## src/rtl/if_fetch_unit_pkg.sv

```systemverilog
// rtl/if_fetch_unit_pkg.sv - shared constants and entry type for the fetch stage
package if_fetch_unit_pkg;

  localparam int DEPTH  = 4;
  localparam int ADDR_W = 8;
  localparam int DATA_W = 32;
  localparam int CNT_W  = $clog2(DEPTH + 1);
  localparam int PTR_W  = $clog2(DEPTH);
  localparam logic [ADDR_W-1:0] RESET_PC = '0;

  typedef struct packed {
    logic [31:0]       pc_plus_one;
    logic [DATA_W-1:0] instr;
  } fetch_entry_t;

  // Zero-extend before adding so 0xFF yields 0x100 rather than wrapping.
  function automatic logic [31:0] calc_pc_plus_one(input logic [ADDR_W-1:0] pc);
    return 32'(pc) + 32'd1;
  endfunction

endpackage

```

## src/rtl/if_fetch_unit_if.sv

```systemverilog
// rtl/if_fetch_unit_if.sv - redirect, instruction-memory and IF/ID handshake bundle
interface if_fetch_unit_if;
  import if_fetch_unit_pkg::*;

  logic              redirect_valid;
  logic [ADDR_W-1:0] redirect_pc;
  logic              stall;
  logic              imem_req;
  logic [ADDR_W-1:0] imem_addr;
  logic              imem_ready;
  logic              imem_rvalid;
  logic [DATA_W-1:0] imem_rdata;
  logic              out_valid;
  logic [DATA_W-1:0] out_instr;
  logic [31:0]       out_pc_plus_one;

  modport master (
    input  redirect_valid, redirect_pc, stall, imem_ready, imem_rvalid, imem_rdata,
    output imem_req, imem_addr, out_valid, out_instr, out_pc_plus_one
  );

  modport slave (
    output redirect_valid, redirect_pc, stall, imem_ready, imem_rvalid, imem_rdata,
    input  imem_req, imem_addr, out_valid, out_instr, out_pc_plus_one
  );

endinterface

```

## src/rtl/if_fetch_unit_fifo.sv

```systemverilog
// rtl/if_fetch_unit_fifo.sv - synchronous FIFO of fetched words with flush
module fetch_fifo
  import if_fetch_unit_pkg::*;
(
  input  logic             clk_i,
  input  logic             reset_i,
  input  logic             flush_i,
  input  logic             push_i,
  input  fetch_entry_t     push_data_i,
  input  logic             pop_i,
  output fetch_entry_t     head_o,
  output logic             head_valid_o,
  output logic [CNT_W-1:0] count_o
);

  fetch_entry_t     mem_q [DEPTH];
  logic [PTR_W-1:0] wr_ptr_q, rd_ptr_q;
  logic [CNT_W-1:0] count_q, count_d;
  logic             do_pop;

  assign do_pop  = pop_i && (count_q != '0);
  assign count_d = count_q + CNT_W'(push_i) - CNT_W'(do_pop);

  // Upstream credit accounting keeps push from ever seeing a full FIFO.
  always_ff @(posedge clk_i) begin
    if (reset_i || flush_i) begin
      wr_ptr_q <= '0;
      rd_ptr_q <= '0;
      count_q  <= '0;
    end else begin
      if (push_i) begin
        mem_q[wr_ptr_q] <= push_data_i;
        wr_ptr_q        <= wr_ptr_q + 1'b1;
      end
      if (do_pop) begin
        rd_ptr_q <= rd_ptr_q + 1'b1;
      end
      count_q <= count_d;
    end
  end

  assign head_valid_o = (count_q != '0);
  assign head_o       = head_valid_o ? mem_q[rd_ptr_q] : '0;
  assign count_o      = count_q;

endmodule

```

## src/rtl/if_fetch_unit.sv

```systemverilog
// rtl/if_fetch_unit.sv - fetch PC, request credits, tag queue and redirect drop logic
module if_fetch_unit
  import if_fetch_unit_pkg::*;
(
  input  logic          clk_i,
  input  logic          reset_i,
  if_fetch_unit_if.master bus
);

  logic [ADDR_W-1:0] fetch_pc_q, fetch_pc_d;
  logic [CNT_W-1:0]  outstanding_q, outstanding_d;
  logic [CNT_W-1:0]  drop_cnt_q, drop_cnt_d;
  logic [ADDR_W-1:0] tag_q [DEPTH];
  logic [PTR_W-1:0]  tag_wr_q, tag_rd_q;

  logic [CNT_W-1:0]  fifo_count;
  logic [CNT_W:0]    credit_used;
  logic              redirect, issue_ok, issue, rsp, rsp_keep, pop;
  fetch_entry_t      push_data, head;
  logic              head_valid;

  assign redirect    = bus.redirect_valid && !reset_i;
  assign credit_used = {1'b0, fifo_count} + {1'b0, outstanding_q};
  assign issue_ok    = !reset_i && !bus.redirect_valid && (credit_used < (CNT_W+1)'(DEPTH));
  assign issue       = issue_ok && bus.imem_ready;
  assign rsp         = bus.imem_rvalid && !reset_i;
  // Responses are kept only in RUN mode; the redirect cycle always discards.
  assign rsp_keep    = rsp && !redirect && (drop_cnt_q == '0);
  assign pop         = head_valid && !bus.stall && !redirect;

  assign bus.imem_req  = issue_ok;
  assign bus.imem_addr = fetch_pc_q;

  always_comb begin
    fetch_pc_d    = fetch_pc_q;
    outstanding_d = outstanding_q + CNT_W'(issue) - CNT_W'(rsp);
    drop_cnt_d    = drop_cnt_q;
    if (redirect) begin
      fetch_pc_d = bus.redirect_pc;
      drop_cnt_d = outstanding_d;
    end else begin
      if (issue) begin
        fetch_pc_d = fetch_pc_q + 1'b1;
      end
      if (rsp && (drop_cnt_q != '0)) begin
        drop_cnt_d = drop_cnt_q - 1'b1;
      end
    end
  end

  always_ff @(posedge clk_i) begin
    if (reset_i) begin
      fetch_pc_q    <= RESET_PC;
      outstanding_q <= '0;
      drop_cnt_q    <= '0;
      tag_wr_q      <= '0;
      tag_rd_q      <= '0;
    end else begin
      fetch_pc_q    <= fetch_pc_d;
      outstanding_q <= outstanding_d;
      drop_cnt_q    <= drop_cnt_d;
      if (redirect) begin
        tag_wr_q <= '0;
        tag_rd_q <= '0;
      end else begin
        if (issue) begin
          tag_q[tag_wr_q] <= fetch_pc_q;
          tag_wr_q        <= tag_wr_q + 1'b1;
        end
        if (rsp_keep) begin
          tag_rd_q <= tag_rd_q + 1'b1;
        end
      end
    end
  end

  assign push_data.pc_plus_one = calc_pc_plus_one(tag_q[tag_rd_q]);
  assign push_data.instr       = bus.imem_rdata;

  fetch_fifo u_fifo (
    .clk_i        (clk_i),
    .reset_i      (reset_i),
    .flush_i      (redirect),
    .push_i       (rsp_keep),
    .push_data_i  (push_data),
    .pop_i        (pop),
    .head_o       (head),
    .head_valid_o (head_valid),
    .count_o      (fifo_count)
  );

  assign bus.out_valid       = head_valid;
  assign bus.out_instr       = head.instr;
  assign bus.out_pc_plus_one = head.pc_plus_one;

endmodule

```

## src/flat_wrapper.sv

```systemverilog
// flat-port wrapper written by rule: the top's interface ports become plain ports
module if_fetch_unit_flat import if_fetch_unit_pkg::*;
  (clk_i, reset_i, bus_redirect_valid, bus_redirect_pc, bus_stall, bus_imem_ready, bus_imem_rvalid, bus_imem_rdata, bus_imem_req, bus_imem_addr, bus_out_valid, bus_out_instr, bus_out_pc_plus_one);
  if_fetch_unit_if bus_i ();
  input  logic clk_i;
  input  logic reset_i;
  input wire logic [$bits(bus_i.redirect_valid)-1:0] bus_redirect_valid;
  input wire logic [$bits(bus_i.redirect_pc)-1:0] bus_redirect_pc;
  input wire logic [$bits(bus_i.stall)-1:0] bus_stall;
  input wire logic [$bits(bus_i.imem_ready)-1:0] bus_imem_ready;
  input wire logic [$bits(bus_i.imem_rvalid)-1:0] bus_imem_rvalid;
  input wire logic [$bits(bus_i.imem_rdata)-1:0] bus_imem_rdata;
  output wire logic [$bits(bus_i.imem_req)-1:0] bus_imem_req;
  output wire logic [$bits(bus_i.imem_addr)-1:0] bus_imem_addr;
  output wire logic [$bits(bus_i.out_valid)-1:0] bus_out_valid;
  output wire logic [$bits(bus_i.out_instr)-1:0] bus_out_instr;
  output wire logic [$bits(bus_i.out_pc_plus_one)-1:0] bus_out_pc_plus_one;
  assign bus_i.redirect_valid = bus_redirect_valid;
  assign bus_i.redirect_pc = bus_redirect_pc;
  assign bus_i.stall = bus_stall;
  assign bus_i.imem_ready = bus_imem_ready;
  assign bus_i.imem_rvalid = bus_imem_rvalid;
  assign bus_i.imem_rdata = bus_imem_rdata;
  assign bus_imem_req = bus_i.imem_req;
  assign bus_imem_addr = bus_i.imem_addr;
  assign bus_out_valid = bus_i.out_valid;
  assign bus_out_instr = bus_i.out_instr;
  assign bus_out_pc_plus_one = bus_i.out_pc_plus_one;
  if_fetch_unit u_core (.clk_i(clk_i), .reset_i(reset_i), .bus(bus_i));
endmodule
```

## config.mk

```make
export PLATFORM = sky130hd
export DESIGN_NAME = if_fetch_unit_flat
export DESIGN_NICKNAME = d
export VERILOG_FILES = /design/src/rtl/if_fetch_unit_pkg.sv /design/src/rtl/if_fetch_unit_if.sv /design/src/rtl/if_fetch_unit_fifo.sv /design/src/rtl/if_fetch_unit.sv /design/src/flat_wrapper.sv
export SDC_FILE = /design/constraint.sdc
export NUM_CORES = 1
export LEC_CHECK = 0
export ABC_AREA = 1
export CAP_MARGIN = 20
export CORE_ASPECT_RATIO = 1.2
export CORE_MARGIN = 8
export CORE_UTILIZATION = 62
export CTS_BUF_LIST = sky130_fd_sc_hd__clkbuf_4 sky130_fd_sc_hd__clkbuf_8
export DETAILED_ROUTE_END_ITERATION = 8
export GPL_TIMING_DRIVEN = 0
export PLACE_DENSITY = 0.88
export SLEW_MARGIN = 30
export SYNTH_ARGS = -nofsm -noshare
export SYNTH_HDL_FRONTEND = slang
export SYNTH_SLANG_ARGS = --single-unit
```

## constraint.sdc

```tcl
create_clock -name clk_i -period 9.9 [get_ports clk_i]
set_input_delay 2.97 -clock clk_i [delete_from_list [all_inputs] [get_ports clk_i]]
set_output_delay 2.97 -clock clk_i [all_outputs]
set_load 0.02 [all_outputs]
```

Word-level counts from Yosys, hierarchy flattened
Memory sizes are Yosys's and may differ from the RTL's. A register that Yosys moved wholly into a read port is not among the register bits.
Index checks and enable logic that the tools add are counted.
{"block": "totals", "out_inout_bits": 74, "inputBits": 46, "mem_count": 2, "elab_cells": 61, "ff_bits": 25, "mem_bits_rw": 196}
{"name": "u_core.u_fifo.mem_q", "words": 4, "word_bits": 41, "read_ports": 1, "rd_clocked_by_memory_dff": 1, "wr": 1, "line_no": "if_fetch_unit_fifo.sv:16", "source": "fetch_entry_t mem_q [DEPTH];"}
{"name": "u_core.tag_q", "words": 4, "word_bits": 8, "read_ports": 1, "rd_clocked_by_memory_dff": 1, "wr": 1, "line_no": "if_fetch_unit.sv:13", "source": "logic [ADDR_W-1:0] tag_q [DEPTH];"}
{"block": "classes", "add_sub_neg": 12, "order_cmp": 1, "n_reduce_logical": 22, "mux": 16}
{"cell": "$mux 64", "count": 1}
{"cell": "$mux 8", "count": 2}
{"cell": "$logic_and 1x1->1", "count": 11}
{"cell": "$add 8x1->9 const B", "count": 1}
{"cell": "$add 2x1->2 const B", "count": 4}
{"cell": "$add 8x1->8 const B", "count": 1}
{"cell": "$mux 2", "count": 4}
{"cell": "$mux 1", "count": 7}
{"cell": "$add 3x1->3", "count": 2}
{"cell": "$mux 3", "count": 2}
{"cell": "$reduce_bool 3->1", "count": 2}
{"cell": "$sub 3x1->3", "count": 2}
{"cell": "$add 3x3->4", "count": 1}
{"cell": "$logic_not 1->1", "count": 4}
{"cell": "$lt 4x3->1 const B", "count": 1}
{"cell": "$reduce_bool 2->1", "count": 2}
{"cell": "$logic_not 3->1", "count": 1}
{"cell": "$sub 3x1->3 const B", "count": 1}
{"cell": "$reduce_or 2->1", "count": 1}
{"cell": "$logic_or 1x1->1", "count": 1}

Longest topological paths before layout
Gate-level depths: netlist of the first run.
{"block": "logic_depth", "depth_word": 8, "depth_mapped": 12}

By module
From an unflattened synthesis of the first run, not the netlist that was laid out.
{"block": "unflattened", "hier_cells": 1386, "hier_area_um2": 13984.7}
{"module": "fetch_fifo", "seq_area_each_um2": 7867.5, "instances": 1, "area_per_inst_um2": 11317.1, "cells_per_inst": 1075}
{"module": "if_fetch_unit", "seq_area_each_um2": 1361.3, "instances": 1, "area_per_inst_um2": 2667.6, "cells_per_inst": 311}

Worst setup path after synthesis of the first run
Ideal clock, no wire load.
{"block": "synth_path", "kind": "input -> output", "from": "input bus_redirect_valid", "to": "output bus_imem_req", "cell_stages": 3, "required_ps": 6930, "arrival_ps": 3389, "path_slack_ps": 3541, "cell_sequence": "nor2_4 -> nand2_2 -> nor2_4"}
{"block": "synth_between", "elab_chain_len": 3}
{"element": "start, declared", "line_no": "flat_wrapper.sv:7", "source": "input wire logic [$bits(bus_i.redirect_valid)-1:0] bus_redirect_valid;"}
{"element": "$logic_not 1->1", "line_no": "if_fetch_unit.sv:24", "source": "assign issue_ok = !reset_i && !bus.redirect_valid && (credit_used < (CNT_W+1)'(DEPTH));"}
{"element": "$logic_and 1x1->1 (2 in a row)", "line_no": "if_fetch_unit.sv:24"}
{"element": "end, declared", "line_no": "flat_wrapper.sv:13", "source": "output wire logic [$bits(bus_i.imem_req)-1:0] bus_imem_req;"}
No other way between the ends.

Worst setup path after layout of the first run
{"block": "layout_path", "from": "input reset_i", "to": "output bus_imem_req"}
{"block": "layout_between", "elab_chain_len": 3}
{"element": "start, declared", "line_no": "flat_wrapper.sv:6", "source": "input logic reset_i;"}
{"element": "$logic_not 1->1", "line_no": "if_fetch_unit.sv:24"}
{"element": "$logic_and 1x1->1 (2 in a row)", "line_no": "if_fetch_unit.sv:24"}
No other way between the ends.

==> run_results.csv, run 1 <==
group,metric,value,unit
critical_path,cp.arrival,4.62,ns
routing,drt_pass1_iterations,5,
critical_path,regToRegSetupSlack,7.47,ns
clock_tree,cts_sinks,225,
sta,setup_tns,0,ns
power,pwr-share-seq,54.9,%
critical_path,critPathTopFamily,"buffers and inverters",
layout,ff_latch_area,6466,um2
floorplan,coreArea,15020,um2
critical_path,reg2reg_from,"u_core.drop_cnt_q[0]",
global_routing,grt_max_degree,22,
routing,wl_per_cell,17.22,um
floorplan,rows,49,
floorplan,die-area,19660,um2
clock_tree,ctsResizeCount,0,
floorplan,die_w,129.3,um
power,p_sw_share,22.75,%
critical_path,path_class,"in2out",
routing,vias,6819,
routing,via_per_inst,5.412,
critical_path,r2r_cells,12,
routing,drt_wl_total,21700,um
sta,tightest_slew,0.7934,ns
synth,synth_warnings,0,
global_routing,grt_pass1_wl,34310,um
routing,route.detailed.drc,0,
critical_path,crit_required,6.93,ns
flow_run,max-cap-violations,0,
critical_path,crit_chain,"clkdlybuf4s50_1 -> nor2_4 -> nand2_2 -> nor2_4 -> clkdlybuf4s50_1",
layout,final_common_cell,"nor2_1",
critical_path,cp_slowest_cell,"clkdlybuf4s50_1",
synth,seq_area_frac_synth,67.65,%
placed_design,dpl.hpwl,14450,um
power,clkPwrFrac,36.9,%
layout,diodes,0,
synth,synthCells,872,
layout,final_area,11710,um2
routing,ant_nets,0,
synth,yosys-top-cells-area,"edfxtp_1, nor2_1, dfxtp_1",
sta,relSlewSlack,46.91,%
clock_tree,cts.path.max_buffers,3,
critical_path,crit_path_start_kind,"input pin",
global_routing,grt_usage,21.97,%
critical_path,endpoint_kind,"output port",
critical_path,cp_slowest_stage_delay,0.62,ns
critical_path,crit_cells,5,
power,vdd_ir_drop_max,0.1085,mV
synth,ys_types,32,
floorplan,pin_count,120,
clock_tree,root_buffer,"clkbuf_8",
clock_tree,post-cts-setup-buffers,0,
floorplan,die_h,152.0,um
placed_design,io_buffers,96,
sta,fin_crit_sh,76.72,%
sta,finalHoldViolCount,0,
synth,synth_area_per_cell,10.96,um2
layout,fin_nets,1099,
critical_path,r2r-end,"u_core.u_fifo.count_o[2]",
synth,syn-cell-area,9558,um2
power,p_per_area,164.9,nW/um2
layout,final_util,77.94,%
floorplan,initial_core_util,63.63,%
placed_design,dpl_cell_area,11070,um2
layout,drive_above_1_share,11.27,%
synth,synth_area_leader_cell,"edfxtp_1",
sta,period_needed,7.595,ns
critical_path,crit_buf_inv,2,
critical_path,crit_fanout,10,
placed_design,globalplace.congestion,0.7996,
global_routing,overflow,0,
layout,nFillCells,855,
power,intPower,1.491,mW
clock_tree,cts_max_level,2,
clock_tree,cts_buffers,34,
power,p_sw,0.4393,mW
clock_tree,cts_tree,"done",
global_routing,antenna_found_initial,0,
min_path,min_path_type,"reg2reg",
synth,yosys_register_bits,225,
synth,synth_top_area_share,61.58,%
outcome,outcome,"completed",
global_routing,grt_pass1_vias,7017,
clock_tree,cts_hold_buf,0,
layout,multiInputGateArea,2613,um2
sta,setup-violations-final,0,
critical_path,cp-startpoint,"reset_i",
sta,max_clock_freq,131.7,MHz
layout,layout_common_cells,"nor2_1, edfxtp_1, clkdlybuf4s50_1, nand2_1, o21ai_0",
power,power_frac_comb,8.1,%
clock_tree,clk-insertion-delay-late,0.50,ns
sta,skew,0.01403,ns
critical_path,worstSetupEndpoint,"bus_imem_req",
sta,rsz0062_at_grt,"no",
clock_tree,path_clk_slew,0.07,ns
layout,area_growth,22.49,%
power,p_leak,4.337,nW
sta,slew_violations,0,
routing,drtIter0Drc,635,
==> worst min-delay path by stage <==
stage / endpoint / depth (start not counted) / from
CTS: register / 1 / u_core.tag_rd_q[1]
detailed placement: u_core.tag_rd_q[1] / 1 / u_core.tag_rd_q[1]
finish: register / 1 / u_core.tag_rd_q[1]
global placement: register / 1 / u_core.tag_rd_q[1]
global route: register / 1 / u_core.tag_rd_q[1]
floorplan: register / 1 / u_core.tag_rd_q[1]
==> cell usage after synthesis, drive strengths merged <==
| cell type | number |
|---|---|
| nand2 | 91 |
| a21oi | 54 |
| nor2 | 213 |
| nor3 | 3 |
| o21ai | 97 |
| conb | 1 |
| nand3b | 1 |
| ha | 18 |
| xnor2 | 2 |
| xor2 | 6 |
| inv | 61 |
| fa | 2 |
| or2 | 4 |
| nand3 | 27 |
| clkbuf | 22 |
| buf | 39 |
| nand4 | 2 |
| a31oi | 2 |
| edfxtp | 196 |
| dfxtp | 29 |
| and3 | 1 |
| o21bai | 1 |
==> metrics by stage <==
step / power [mW] / worst slack (ns) / cells / hold slack [ns]
after global routing: 1.997 / 2.222 / 1260 / 0.4836
after global placement: 1.225 / 2.333 / 1194 / 0.4202
final: 1.930 / 2.305 / 1260 / 0.4329
after CTS: 1.935 / 2.301 / 1260 / 0.4328
after detailed placement: 1.235 / 2.350 / 1201 / 0.4321
after floorplan: 1.169 / 3.541 / 894 / 0.4115
==> kinds of logic (layout without fill, tap and decap cells) <==
kind of cell    count (synthesis)  in the layout  share of synthesized area [%]
simple gates                  342            342                          14.49
flops                         225            225                          67.65
compound gates                154            154                          8.116
buf+inv                       122            284                          6.192
fa+ha+maj                      20             20                          2.775
xor+xnor                        8              8                         0.7331
other cells                     1             23                        0.03923
==> power by group through the flow <==
stage	clock network (mW)	registers (mW)	logic [mW]
floorplan	0	1.08	0.0885
CTS	0.717	1.06	0.157
detailed placement	0	1.08	0.154
global placement	0	1.08	0.145
finish	0.713	1.06	0.157
global route	0.762	1.06	0.173
==> layer usage <==
metal	global-route usage (%)	wire length [um]	vias to the layer above
li1	-	-	3238
met1	24.05	7717	3200
met2	40.06	11750	336
met3	4.167	1776	45
met4	9.254	456	0
met5	0	0	-
==> layout make-up <==
class,instances,share of cell area (%)
timing repair buffer,103,9.747
sequential,225,55.23
clock buffer,46,4.873
clock inverter,13,0.5985
inverter,61,1.956
multi-input combinational,547,22.31
buffer,61,3.099
tap,204,2.180
==> flip-flops by register name, indices dropped and copies added, names as in the netlist, named ones only <==
name                    flops
u_core.tag_wr_q             2
u_core.bus.imem_addr        8
u_core.tag_rd_q             2
u_core.u_fifo.mem_q       164
u_core.u_fifo.rd_ptr_q      2
u_core.u_fifo.wr_ptr_q      2
u_core.u_fifo.count_o       3
u_core.outstanding_q        3
u_core.tag_q               32
u_core.drop_cnt_q           3
(Power assumes the default switching activity.)
==> run 2, diff against run 1 <==
Settings changed: CORE_UTILIZATION 62 to 52, PLACE_DENSITY 0.88 to 0.79.
Clock period 9.9 ns to 6.5 ns, I/O delays scaled along.
==> run_results.csv, run 2 (synthesis gave the netlist of run 1 again) <==
group,metric,value,unit
outcome,outcome,"completed",
sta,finalHoldViolCount,0,
placed_design,place_inst,1222,
layout,largest_reg_flops,164,
routing,drt_wl_total,19540,um
floorplan,rows,54,
global_routing,overflow,0,
power,vdd_ir_drop_max,0.1111,mV
global_routing,grt_pass1_wl,31140,um
floorplan,coreArea,18110,um2
clock_tree,cts_buffers,35,
placed_design,place_ws,0.9435,ns
sta,rsz0062_at_grt,"no",
critical_path,r2r-end,"u_core.drop_cnt_q[2]",
floorplan,die_w,139.8,um
sta,period_needed,5.558,ns
sta,tightest_slew,0.8084,ns
global_routing,grt_pass1_vias,6550,
critical_path,regToRegSetupSlack,4.12,ns
clock_tree,root_buffer,"clkbuf_8",
layout,diodes,0,
critical_path,path_class,"in2out",
critical_path,cp.arrival,3.61,ns
critical_path,cp-startpoint,"bus_redirect_valid",
placed_design,io_buffers,96,
critical_path,crit_fanout,10,
sta,slew_violations,0,
sta,skew,0.02711,ns
layout,ff_latch_area,6466,um2
clock_tree,cts_hold_buf,0,
global_routing,antenna_found_initial,0,
power,p_leak,4.372,nW
placed_design,dpl.hpwl,13170,um
flow_run,max-cap-violations,0,
clock_tree,cts_max_level,2,
clock_tree,clk-insertion-delay-late,0.51,ns
sta,relSlewSlack,45.91,%
power,p_per_area,250.3,nW/um2
routing,via_per_inst,5.041,
layout,top_register,"u_core.u_fifo.mem_q",
routing,route.detailed.drc,0,
routing,ant_nets,0,
layout,multiInputGateArea,2613,um2
clock_tree,cts.path.max_buffers,3,
sta,fin_crit_sh,85.51,%
routing,wl_per_cell,15.22,um
critical_path,crit_path_start_kind,"input pin",
critical_path,crit_required,4.55,ns
layout,nFillCells,1377,
global_routing,grt_usage,16.89,%
global_routing,grt_max_degree,22,
layout,fin_nets,1101,
critical_path,endpoint_kind,"output port",
critical_path,r2r_cells,12,
critical_path,reg2reg_from,"u_core.u_fifo.count_o[1]",
floorplan,die_h,164.5,um
sta,max_clock_freq,179.9,MHz
sta,setup-violations-final,0,
layout,layout_common_cells,"nor2_1, edfxtp_1, clkdlybuf4s50_1, nand2_1, o21ai_0",
floorplan,die-area,22990,um2
floorplan,pin_count,120,
placed_design,globalplace.congestion,0.8235,
sta,final.setup.worst_slack,0.9421,ns
routing,drtIter0Drc,431,
layout,drive_above_1_share,11.60,%
clock_tree,ctsResizeCount,0,
clock_tree,cts_sinks,225,
clock_tree,cts_tree,"done",
sta,setup_tns,0,ns
floorplan,initial_core_util,52.78,%
clock_tree,post-cts-setup-buffers,0,
layout,area_growth,23.42,%
routing,drt_pass1_iterations,6,
routing,vias,6473,
critical_path,worstSetupEndpoint,"bus_imem_req",
min_path,min_path_type,"reg2reg",
layout,fin_cells,1284,
layout,final_common_cell,"nor2_1",
clock_tree,path_clk_slew,0.06,ns
-- run 2: changes by cell type in the layout (fill, tap and decap cells not counted) --
| cell | delta |
|---|---|
| buf_16 | +2 |
| clkinv_2 | +2 |
| buf_8 | -1 |
| clkbuf_4 | +1 |
| clkbuf_8 | +1 |
| clkinvlp_4 | -1 |
-- run 2: area by class of cell --
cell class | count | share of cell area, %
Timing Repair Buffer | 104 | 10.01
Buffer | 61 | 3.076
Clock inverter | 14 | 0.6152
Multi-Input combinational cell | 547 | 22.15
Tap cell | 224 | 2.376
Clock buffer | 48 | 5.017
Inverter | 61 | 1.941
Sequential cell | 225 | 54.82
-- run 2: worst min-delay path by stage --
stage / cells past startpoint / endpoint / start
finish: 1 / register / u_core.tag_rd_q[1]
global route: 1 / register / u_core.tag_rd_q[1]
CTS: 1 / register / u_core.tag_rd_q[1]
detailed placement: 1 / u_core.tag_rd_q[1] / u_core.tag_rd_q[1]
global placement: 1 / u_core.tag_rd_q[1] / u_core.tag_rd_q[1]
floorplan: 1 / register / u_core.tag_rd_q[1]
-- run 2: power breakdown --
part | switching [mW] | internal [mW] | total (mW)
combinational | 0.137 | 0.0990 | 0.236
clock | 0.508 | 0.594 | 1.10
sequential | 0.0155 | 1.60 | 1.61
-- run 2: critical path, stage by stage --
cell and delay [ns]:
clkdlybuf4s50_1 0.53, nor2_4 0.27, nand2_2 0.10, nor2_4 0.14
clkdlybuf4s50_1 0.62
-- run 2: metal layers --
| metal | GRT usage [%] | vias to the layer above | part of all wire (%) |
|---|---|---|---|
| met1 | 18.35 | 2972 | 39 |
| li1 | - | 3231 | - |
| met2 | 31.47 | 232 | 52 |
| met5 | 0 | - | 0 |
| met3 | 3.239 | 38 | 6.5 |
| met4 | 7.761 | 0 | 2.3 |
-- run 2: through the flow --
stage	power, mW	cell area (um2)	hold slack [ns]	util [%]
after floorplan	1.780	9641	0.4115	-
after global placement	1.869	10880	0.4250	60.10
after detailed placement	1.880	11130	0.4367	61.48
after CTS	2.969	11800	0.4374	65.15
after global routing	3.060	11800	0.4698	65.15
final	2.952	11800	0.4390	65.15
==> run 3, diff against run 2 <==
Settings changed: CORE_UTILIZATION 52 to 59, DONT_BUFFER_PORTS set to 1, PLACE_DENSITY 0.79 to 0.78.
==> run_results.csv, run 3 (synthesis gave the netlist of run 1 again) <==
group,metric,value,unit
sta,final.setup.worst_slack,2.055,ns
critical_path,cp_slowest_cell,"nor2_4",
clock_tree,cts_max_level,2,
floorplan,rows,51,
layout,area_growth,13.03,%
critical_path,cp.arrival,2.50,ns
critical_path,r2r-end,"u_core.u_fifo.count_o[2]",
routing,drtIter0Drc,325,
critical_path,regToRegSetupSlack,4.07,ns
flow_run,max-cap-violations,0,
sta,setup-violations-final,0,
layout,drive_above_1_share,12.36,%
layout,fin_nets,1004,
sta,relSlewSlack,48.41,%
min_path,min_path_type,"reg2reg",
layout,layout_common_cells,"nor2_1, edfxtp_1, nand2_1, o21ai_0, inv_1",
layout,top_register,"u_core.u_fifo.mem_q",
critical_path,r2r_cells,12,
clock_tree,cts_hold_buf,0,
routing,route.detailed.drc,0,
placed_design,dpl.hpwl,13310,um
placed_design,place_inst,1114,
critical_path,cp-startpoint,"bus_redirect_valid",
layout,final_util,67.45,%
layout,largest_reg_flops,164,
layout,multiInputGateArea,2613,um2
sta,max_clock_freq,225.0,MHz
clock_tree,cts_buffers,34,
routing,drt_wl_total,20010,um
critical_path,cp_slowest_stage_delay,0.22,ns
clock_tree,ctsResizeCount,0,
layout,fin_cells,1175,
global_routing,antenna_found_initial,0,
sta,setup_tns,0,ns
placed_design,io_buffers,0,
clock_tree,cts_sinks,225,
critical_path,crit_chain,"nor2_4 -> nand2_2 -> nor2_4",
clock_tree,path_clk_slew,0.06,ns
routing,ant_nets,0,
min_path,min_from,"u_core.tag_rd_q[1]",
outcome,outcome,"completed",
clock_tree,root_buffer,"clkbuf_8",
global_routing,grt_max_degree,22,
critical_path,endpoint_kind,"output port",
routing,via_per_inst,5.296,
sta,period_needed,4.445,ns
layout,nFillCells,1185,
power,vdd_ir_drop_max,0.2002,mV
global_routing,grt_pass1_wl,31060,um
critical_path,reg2reg_from,"u_core.drop_cnt_q[0]",
power,p_per_area,267.4,nW/um2
sta,fin_crit_sh,68.39,%
clock_tree,clk-insertion-delay-late,0.51,ns
global_routing,grt_pass1_vias,6218,
clock_tree,cts.path.max_buffers,3,
floorplan,die_h,155.4,um
layout,ff_latch_area,6466,um2
sta,tightest_slew,0.7710,ns
global_routing,overflow,0,
layout,final_common_cell,"nor2_1",
critical_path,crit_fanout,10,
floorplan,initial_core_util,59.68,%
sta,rsz0062_at_grt,"no",
routing,drt_pass1_iterations,4,
critical_path,crit_path_start_kind,"input pin",
sta,slew_violations,0,
placed_design,globalplace.congestion,0.7833,
floorplan,die_w,132.2,um
critical_path,crit_path_frequent_cell,"nor2_4",
power,p_leak,4.003,nW
placed_design,place_ws,2.063,ns
floorplan,die-area,20550,um2
critical_path,crit_required,4.55,ns
floorplan,pin_count,120,
global_routing,grt_usage,19.09,%
clock_tree,cts_tree,"done",
sta,skew,0.01518,ns
routing,wl_per_cell,17.03,um
floorplan,coreArea,16020,um2
clock_tree,post-cts-setup-buffers,0,
min_path,whs_endpoint,"u_core.tag_rd_q[1]",
critical_path,path_class,"in2out",
routing,vias,6223,
min_path,whs_path_depth,1,
sta,finalHoldViolCount,0,
layout,diodes,0,
run 3: worst max-delay path: cells and delay by family:
kind | cells | cell delay [ns]
AND/OR/NAND/NOR | 3 | 0.54
run 3: power by group:
part	switching (mW)	leakage [nW]	internal (mW)
Sequential	0.0216	2.00	1.60
Clock	0.507	0.339	0.589
Combinational	0.116	1.66	0.0552
run 3: area by class of cell:
type	instances	area share (%)
inverters	61	2.120
repair buffers	8	1.969
plain buffers	61	3.359
flip-flops and latches	225	59.86
clock inverters	13	0.5791
clock buffers	48	5.478
multi-input cells	547	24.18
well taps	212	2.455
run 3: worst max-delay path by stage:
stage                                 end  slack (ns)  cells past startpoint
4_1_cts                      bus_imem_req        2.05                      3
5_1_grt                      bus_imem_req        2.00                      3
2_1_floorplan   u_core.u_fifo.mem_q[0][0]        2.02                      4
6_report                     bus_imem_req        2.05                      3
3_5_place_dp                 bus_imem_req        2.06                      3
3_3_place_gp   u_core.u_fifo.mem_q[3][26]        0.70                      4
run 3: routing by layer:
| metal | GRT usage (%) | vias to the layer above | part of all wire, % |
|---|---|---|---|
| met2 | 35.60 | 211 | 54 |
| met4 | 6.934 | 0 | 2.4 |
| met1 | 19.92 | 2920 | 36 |
| met5 | 0 | - | 0 |
| li1 | - | 3049 | - |
| met3 | 5.613 | 43 | 7.9 |
run 3: metrics by stage:
| step | hold slack [ns] | power (mW) | area, um2 |
|---|---|---|---|
| floorplan | 0.4115 | 1.780 | 9641 |
| global placement | 0.4253 | 1.811 | 9906 |
| detailed placement | 0.4296 | 1.821 | 10150 |
| CTS | 0.4374 | 2.905 | 10800 |
| global route | 0.4556 | 2.992 | 10800 |
| finish | 0.4403 | 2.889 | 10800 |
